$ cat config.mk
export PLATFORM = sky130hd
export DESIGN_NAME = spr_rom_fetch_flat
export DESIGN_NICKNAME = d
export VERILOG_FILES = /design/src/rtl/gfx_pkg.sv /design/src/rtl/spr_rom_fetch_if.sv /design/src/rtl/spr_word_cache.sv /design/src/rtl/spr_rom_fetch.sv /design/src/flat_wrapper.sv
export SDC_FILE = /design/constraint.sdc
export NUM_CORES = 1
export LEC_CHECK = 0
export CORE_MARGIN = 8
export CORE_UTILIZATION = 50
export CTS_CLUSTER_DIAMETER = 120
export DETAILED_ROUTE_END_ITERATION = 7
export PLACE_DENSITY = 0.78
export SLEW_MARGIN = 10
export SYNTH_ARGS = -nofsm -noshare
export SYNTH_HDL_FRONTEND = slang
export SYNTH_SLANG_ARGS = --single-unit
$ cat constraint.sdc
create_clock -name clk -period 4.6 [get_ports clk]
set_input_delay 1.38 -clock clk [delete_from_list [all_inputs] [get_ports clk]]
set_output_delay 1.38 -clock clk [all_outputs]
set_load 0.1 [all_outputs]
$ cat src/rtl/gfx_pkg.sv
// ============================================================================
// Module : gfx_pkg
// Brief  : Shared constants and FSM state type for the sprite ROM fetch path.
// Rev    : 1.0  initial release
// ============================================================================
`default_nettype none

package gfx_pkg;
  localparam int                 SDR_AW       = 22;
  localparam logic [SDR_AW-1:0]  SPR_ROM_BASE = 22'h0A0000;

  typedef enum logic [1:0] {
    IDLE = 2'd0,
    WAIT = 2'd1,
    FILL = 2'd2
  } fetch_state_t;
endpackage

`default_nettype wire

$ cat src/rtl/spr_rom_fetch_if.sv
// ============================================================================
// Module : spr_gfx_if / sdr_rd_if
// Brief  : Sprite-engine byte fetch bus and SDRAM toggle req/ack read port.
// Rev    : 1.0  initial release
// ============================================================================
`default_nettype none

interface spr_gfx_if;
  logic [15:0] spr_gfx_addr;
  logic [7:0]  spr_gfx_data;
  logic        spr_gfx_rdy;

  modport master (output spr_gfx_addr, input  spr_gfx_data, spr_gfx_rdy);
  modport slave  (input  spr_gfx_addr, output spr_gfx_data, spr_gfx_rdy);
endinterface

interface sdr_rd_if #(
  parameter int AW = 22
);
  logic [AW-1:0] sdr_addr;
  logic          sdr_req;
  logic          sdr_ack;
  logic [15:0]   sdr_data;

  modport master (output sdr_addr, sdr_req, input  sdr_ack, sdr_data);
  modport slave  (input  sdr_addr, sdr_req, output sdr_ack, sdr_data);
endinterface

`default_nettype wire

$ cat src/rtl/spr_word_cache.sv
// ============================================================================
// Module : spr_word_cache
// Brief  : 2-entry direct-mapped word cache with hit and byte-select logic.
// Rev    : 1.0  initial release
// ============================================================================
`default_nettype none

module spr_word_cache (
  input  wire logic        clk,
  input  wire logic        reset_n,
  input  wire logic [15:0] addr,
  input  wire logic        clr,
  input  wire logic        fill_en,
  input  wire logic        fill_ix,
  input  wire logic [13:0] fill_tag,
  input  wire logic [15:0] fill_word,
  output logic             hit,
  output logic [7:0]       data
);
  logic [1:0]  r_valid;
  logic [13:0] r_tag  [2];
  logic [15:0] r_word [2];
  logic        w_ix;
  logic [15:0] w_word;

  assign w_ix   = addr[15];
  assign w_word = r_word[w_ix];
  assign hit    = r_valid[w_ix] & (r_tag[w_ix] == addr[14:1]);
  assign data   = addr[0] ? w_word[15:8] : w_word[7:0];

  always_ff @(posedge clk or negedge reset_n) begin
    if (!reset_n) begin
      r_valid <= 2'b00;
    end else if (clr) begin
      r_valid <= 2'b00;
    end else if (fill_en) begin
      r_valid[fill_ix] <= 1'b1;
    end
  end

  // Payload needs no reset: it is only observed through a valid bit.
  always_ff @(posedge clk) begin
    if (fill_en) begin
      r_tag[fill_ix]  <= fill_tag;
      r_word[fill_ix] <= fill_word;
    end
  end
endmodule

`default_nettype wire

$ cat src/rtl/spr_rom_fetch.sv
// ============================================================================
// Module : spr_rom_fetch
// Brief  : Serves sprite ROM byte fetches from SDRAM via a 2-entry word cache.
// Rev    : 1.0  initial release
// ============================================================================
`default_nettype none

module spr_rom_fetch
  import gfx_pkg::*;
#(
  parameter int            AW       = SDR_AW,
  parameter logic [AW-1:0] ROM_BASE = SPR_ROM_BASE
) (
  input  wire logic  clk,
  input  wire logic  reset_n,
  input  wire logic  dl_busy,
  spr_gfx_if.slave   gfx,
  sdr_rd_if.master   sdr
);
  fetch_state_t  r_state, w_state_nxt;
  logic          r_req,   w_req_nxt;
  logic [AW-1:0] r_addr,  w_addr_nxt;
  logic          r_ix_l,  w_ix_l_nxt;
  logic [13:0]   r_tag_l, w_tag_l_nxt;
  logic [14:0]   w_wa;
  logic          w_hit;
  logic          w_fill_en;
  logic          w_clr;

  assign w_wa            = gfx.spr_gfx_addr[15:1];
  assign gfx.spr_gfx_rdy = w_hit & ~dl_busy;
  assign sdr.sdr_addr    = r_addr;
  assign sdr.sdr_req     = r_req;

  spr_word_cache u_cache (
    .clk       (clk),
    .reset_n   (reset_n),
    .addr      (gfx.spr_gfx_addr),
    .clr       (w_clr),
    .fill_en   (w_fill_en),
    .fill_ix   (r_ix_l),
    .fill_tag  (r_tag_l),
    .fill_word (sdr.sdr_data),
    .hit       (w_hit),
    .data      (gfx.spr_gfx_data)
  );

  always_comb begin
    w_state_nxt = r_state;
    w_req_nxt   = r_req;
    w_addr_nxt  = r_addr;
    w_ix_l_nxt  = r_ix_l;
    w_tag_l_nxt = r_tag_l;
    w_fill_en   = 1'b0;
    w_clr       = 1'b0;
    case (r_state)
      IDLE: begin
        if (dl_busy) begin
          w_clr = 1'b1;
        end else if (!w_hit) begin
          w_addr_nxt  = ROM_BASE + AW'(w_wa);
          w_req_nxt   = ~r_req;
          w_ix_l_nxt  = w_wa[14];
          w_tag_l_nxt = w_wa[13:0];
          w_state_nxt = WAIT;
        end
      end
      WAIT: begin
        // A download started mid-read completes the handshake but drops the word.
        if (sdr.sdr_ack == r_req) begin
          w_fill_en   = ~dl_busy;
          w_state_nxt = FILL;
        end
      end
      FILL:    w_state_nxt = IDLE;
      default: w_state_nxt = IDLE;
    endcase
  end

  always_ff @(posedge clk or negedge reset_n) begin
    if (!reset_n) begin
      r_state <= IDLE;
      r_req   <= 1'b0;
      r_addr  <= '0;
      r_ix_l  <= 1'b0;
      r_tag_l <= '0;
    end else begin
      r_state <= w_state_nxt;
      r_req   <= w_req_nxt;
      r_addr  <= w_addr_nxt;
      r_ix_l  <= w_ix_l_nxt;
      r_tag_l <= w_tag_l_nxt;
    end
  end
endmodule

`default_nettype wire

$ cat src/flat_wrapper.sv
// flat-port wrapper written by rule: the top's interface ports become plain ports
module spr_rom_fetch_flat import gfx_pkg::*;
#(
  parameter int            AW       = SDR_AW,
  parameter logic [AW-1:0] ROM_BASE = SPR_ROM_BASE
)
  (clk, reset_n, dl_busy, gfx_spr_gfx_addr, gfx_spr_gfx_data, gfx_spr_gfx_rdy, sdr_sdr_addr, sdr_sdr_req, sdr_sdr_ack, sdr_sdr_data);
  spr_gfx_if gfx_i ();
  sdr_rd_if #(.AW(AW)) sdr_i ();
  input  wire logic clk;
  input  wire logic reset_n;
  input  wire logic dl_busy;
  input wire logic [$bits(gfx_i.spr_gfx_addr)-1:0] gfx_spr_gfx_addr;
  output wire logic [$bits(gfx_i.spr_gfx_data)-1:0] gfx_spr_gfx_data;
  output wire logic [$bits(gfx_i.spr_gfx_rdy)-1:0] gfx_spr_gfx_rdy;
  output wire logic [$bits(sdr_i.sdr_addr)-1:0] sdr_sdr_addr;
  output wire logic [$bits(sdr_i.sdr_req)-1:0] sdr_sdr_req;
  input wire logic [$bits(sdr_i.sdr_ack)-1:0] sdr_sdr_ack;
  input wire logic [$bits(sdr_i.sdr_data)-1:0] sdr_sdr_data;
  assign gfx_i.spr_gfx_addr = gfx_spr_gfx_addr;
  assign gfx_spr_gfx_data = gfx_i.spr_gfx_data;
  assign gfx_spr_gfx_rdy = gfx_i.spr_gfx_rdy;
  assign sdr_sdr_addr = sdr_i.sdr_addr;
  assign sdr_sdr_req = sdr_i.sdr_req;
  assign sdr_i.sdr_ack = sdr_sdr_ack;
  assign sdr_i.sdr_data = sdr_sdr_data;
  spr_rom_fetch #(.AW(AW), .ROM_BASE(ROM_BASE)) u_core (.clk(clk), .reset_n(reset_n), .dl_busy(dl_busy), .gfx(gfx_i), .sdr(sdr_i));
endmodule
==> impl_metrics.env <==
export IMPL_syn_instance_count=169
export IMPL_maxCapViolations=0
export IMPL_finalCritPeriodShare=0.978
export IMPL_worst_pin_slew_ns=1.01
export IMPL_grt_max_degree=22
export IMPL_slowest_stage="dlygate4sd2_1"
export IMPL_cp_slowest_stage_delay_ns=0.29
export IMPL_yosys_warnings=0
export IMPL_fin_area_sq_mm=0.00427
export IMPL_grt_use_total=0.140
export IMPL_r2r_start="u_core.u_cache.r_tag[1][7]$_DFFE_PP_"
export IMPL_hold_end="u_core.r_state[0]$_DFFE_PN0P_"
export IMPL_p_switching_uw=1150
export IMPL_postCtsSetupBuffers=0
export IMPL_gp_congestion=0.756
export IMPL_yosysSeqAreaShare=0.717
export IMPL_fp_dieW_microns=96.6
export IMPL_grt_pass1_vias=1925
export IMPL_critPathCaptureType="output port"
export IMPL_routed_wl_mm=6.10
export IMPL_cts_buffer_depth=2
export IMPL_insertedDiodeCount=0
export IMPL_avgSynthCellArea_sq_um=19.2
export IMPL_avgViaCountPerCell=5.17
export IMPL_cts_sinks=81
export IMPL_synth_cell_types=27
export IMPL_die_h_microns=96.6
export IMPL_cts_hold_fix_buffers=0
export IMPL_fin_util=0.677
export IMPL_cts_buffers=9
export IMPL_finalSetupViolations=0
export IMPL_htreeDepth=3
export IMPL_critical_path_required_ns=3.22
export IMPL_drive_gt1_frac=0.257
export IMPL_power_frac_comb=0.438
export IMPL_layout_nets=280
export IMPL_maxSlewHeadroom=0.322
export IMPL_firstDrtPassIters=4
export IMPL_vias=1685
export IMPL_io_pin_count=68
export IMPL_drtIter0Drc=56
export IMPL_syn_area_sq_mm=0.00325
export IMPL_cts_tree="yes"
export IMPL_reg2reg_to="u_core.r_tag_l[7]$_DFFE_PN0P_"
export IMPL_crit_fanout=8
export IMPL_drtAntennaViolNets=0
export IMPL_max_freq_mhz=222
export IMPL_swShare=0.428
export IMPL_crit_chain="dlygate4sd2_1, bufbuf_16, buf_4, nor2b_1, a32oi_1, nor4_2, nand4_2, nor2_2, buf_12"
export IMPL_clock_skew_ns=0.00793
export IMPL_path_clk_slew_ns=0.07
export IMPL_place_area_sq_mm=0.00406
export IMPL_hold_path_class="reg2reg"
export IMPL_rows=29
export IMPL_ir_drop_mv=0.491
export IMPL_worstPathArrival_ns=3.12
export IMPL_num_fill_cells=457
export IMPL_r2r_slack_ns=2.51
export IMPL_syn_to_final_growth_pct=31.6
export IMPL_power_leakage_uw=0.00159
export IMPL_status="completed"
export IMPL_initial_core_util=0.514
export IMPL_ys_ff_latch=81
export IMPL_worst_r2r_cell_count=7
export IMPL_power_density_mw_per_mm2=631
export IMPL_overflow=0
export IMPL_coreArea_sq_mm=0.00631
export IMPL_antenna_found_initial=0
export IMPL_rsz0062_at_grt="false"
export IMPL_startpoint_type="primary input"
export IMPL_clkPwrFrac=0.160
export IMPL_placedCellCount=309
export IMPL_crit_type="in2out"
export IMPL_clk_latency_ns=0.34
export IMPL_instances_no_fill=326
export IMPL_hold_depth=1
export IMPL_dpl_hpwl_mm=4.34
export IMPL_post_route_drc_count=0
export IMPL_seq_power_share=0.402
export IMPL_root_buffer="clkbuf_8"
export IMPL_dieArea_sq_mm=0.00933
export IMPL_wl_per_cell_microns=18.7
export IMPL_grt_pass1_wl_mm=9.64
export IMPL_fin_tns_setup_ns=0
export IMPL_final_hold_viol_count=0
export IMPL_slew_viol_final=0
export IMPL_period_minus_slack_ns=4.50
export IMPL_power_internal_uw=1540
export IMPL_worstHoldStart="u_core.r_state[1]$_DFFE_PN0P_"
export IMPL_portBuffers=62
[layer usage]
| metal | GRT usage | up-vias | share of wire |
|---|---|---|---|
| met5 | 0 | - | 0 |
| met1 | 0.170 | 836 | 0.45 |
| met3 | 0.0510 | 9 | 0.083 |
| met2 | 0.222 | 63 | 0.46 |
| met4 | 0.0530 | 0 | 0.012 |
| li1 | - | 777 | - |
[cells in the mapped netlist (all sizes together)]
cell / count / share of area
inv: 1 / 0.0012
dfrtp: 21 / 0.16
mux2i: 13 / 0.040
nand4: 1 / 0.0039
conb: 1 / 0.0012
nor3b: 1 / 0.0023
nand2b: 1 / 0.0019
a21oi: 2 / 0.0031
nor2: 7 / 0.0081
nor2b: 1 / 0.0019
a22oi: 1 / 0.0023
xnor2: 16 / 0.043
a32oi: 1 / 0.0027
xor2: 1 / 0.0027
nor4: 3 / 0.0077
or3b: 1 / 0.0027
nor3: 1 / 0.0015
mux2: 15 / 0.061
mux4: 8 / 0.055
buf: 12 / 0.034
nand3b: 1 / 0.0062
edfxtp: 60 / 0.55
[state kept, by name, summed over array words and instances (netlist names)]
signal	flops
u_core.r_state	2
u_core.r_tag_l	13
u_core.u_cache.r_tag	28
u_core.u_cache.r_valid	2
u_core.sdr.sdr_addr	3
u_core.u_cache.r_word	32
u_core.sdr.sdr_req	1
[timing repair]
action | in CTS | in global routing
setup endpoints to repair | 1 | 0
endpoints found under the hold margin | 0 | 0
gates resized for setup | 4 | 0
[per-stage QoR]
| step | total power [uW] | setup WS (ns) | hold slack, ns |
|---|---|---|---|
| 4_1_cts | 2720 | 0.0744 | 0.465 |
| 6_report | 2700 | 0.101 | 0.478 |
| 3_5_place_dp | 2280 | -0.0702 | 0.450 |
| 5_1_grt | 2800 | 0.00257 | 0.515 |
| 3_3_place_gp | 2260 | -0.0213 | 0.434 |
| 2_1_floorplan | 1980 | 0.00433 | 0.419 |
[power groups by stage]
stage / sequential (uW) / combinational (uW) / clock, uW
floorplan: 1570 / 405 / 0
global placement: 1090 / 1170 / 0
detailed placement: 1100 / 1180 / 0
CTS: 1080 / 1190 / 444
global route: 1100 / 1220 / 475
finish: 1080 / 1180 / 432
[cell usage in the layout (no fill, tap or decap), types with 2 or more instances in the layout]
cell type	count
mux4_2	8
nor2_1	6
dfrtp_1	21
nor4_2	3
buf_12	10
buf_4	8
mux2_2	7
mux2i_1	12
clkinv_2	2
xnor2_1	16
mux2_4	8
a21oi_1	2
edfxtp_1	60
clkinv_1	3
clkbuf_8	10
clkdlybuf4s50_1	52
conb_1	5
[critical path, delay by kind of cell]
family | cells | cell delay [ns]
buffers and inverters | 4 | 0.95
AND/OR/NAND/NOR | 4 | 0.68
AO/OA/AOI/OAI | 1 | 0.09
[kinds of logic after synthesis]
family | count (synthesis) | share of synthesized area
compound gates | 4 | 0.00809
xor+xnor | 17 | 0.0459
buf+inv | 13 | 0.0351
flops | 81 | 0.717
mux | 36 | 0.157
other cells | 1 | 0.00115
simple gates | 17 | 0.0362
[layout make-up]
cell class              count  area, sq um  area share
multi-input cells          79          862       0.202
well taps                  77         96.3      0.0225
repair buffers             72          822       0.192
flip-flops and latches     81         2330       0.544
clock inverters             5         21.3     0.00498
inverters                   1         3.75    0.000878
clock buffers              11          141      0.0331
[worst max path at each step]
stage | from | end | cells past startpoint
6_report | gfx_spr_gfx_addr[15] | gfx_spr_gfx_rdy | 9
4_1_cts | gfx_spr_gfx_addr[15] | gfx_spr_gfx_rdy | 9
2_1_floorplan | gfx_spr_gfx_addr[15] | gfx_spr_gfx_rdy | 7
3_3_place_gp | gfx_spr_gfx_addr[15] | gfx_spr_gfx_rdy | 8
5_1_grt | gfx_spr_gfx_addr[15] | gfx_spr_gfx_rdy | 8
3_5_place_dp | gfx_spr_gfx_addr[15] | gfx_spr_gfx_rdy | 9
No activity file was read; power rests on OpenSTA's default activity.
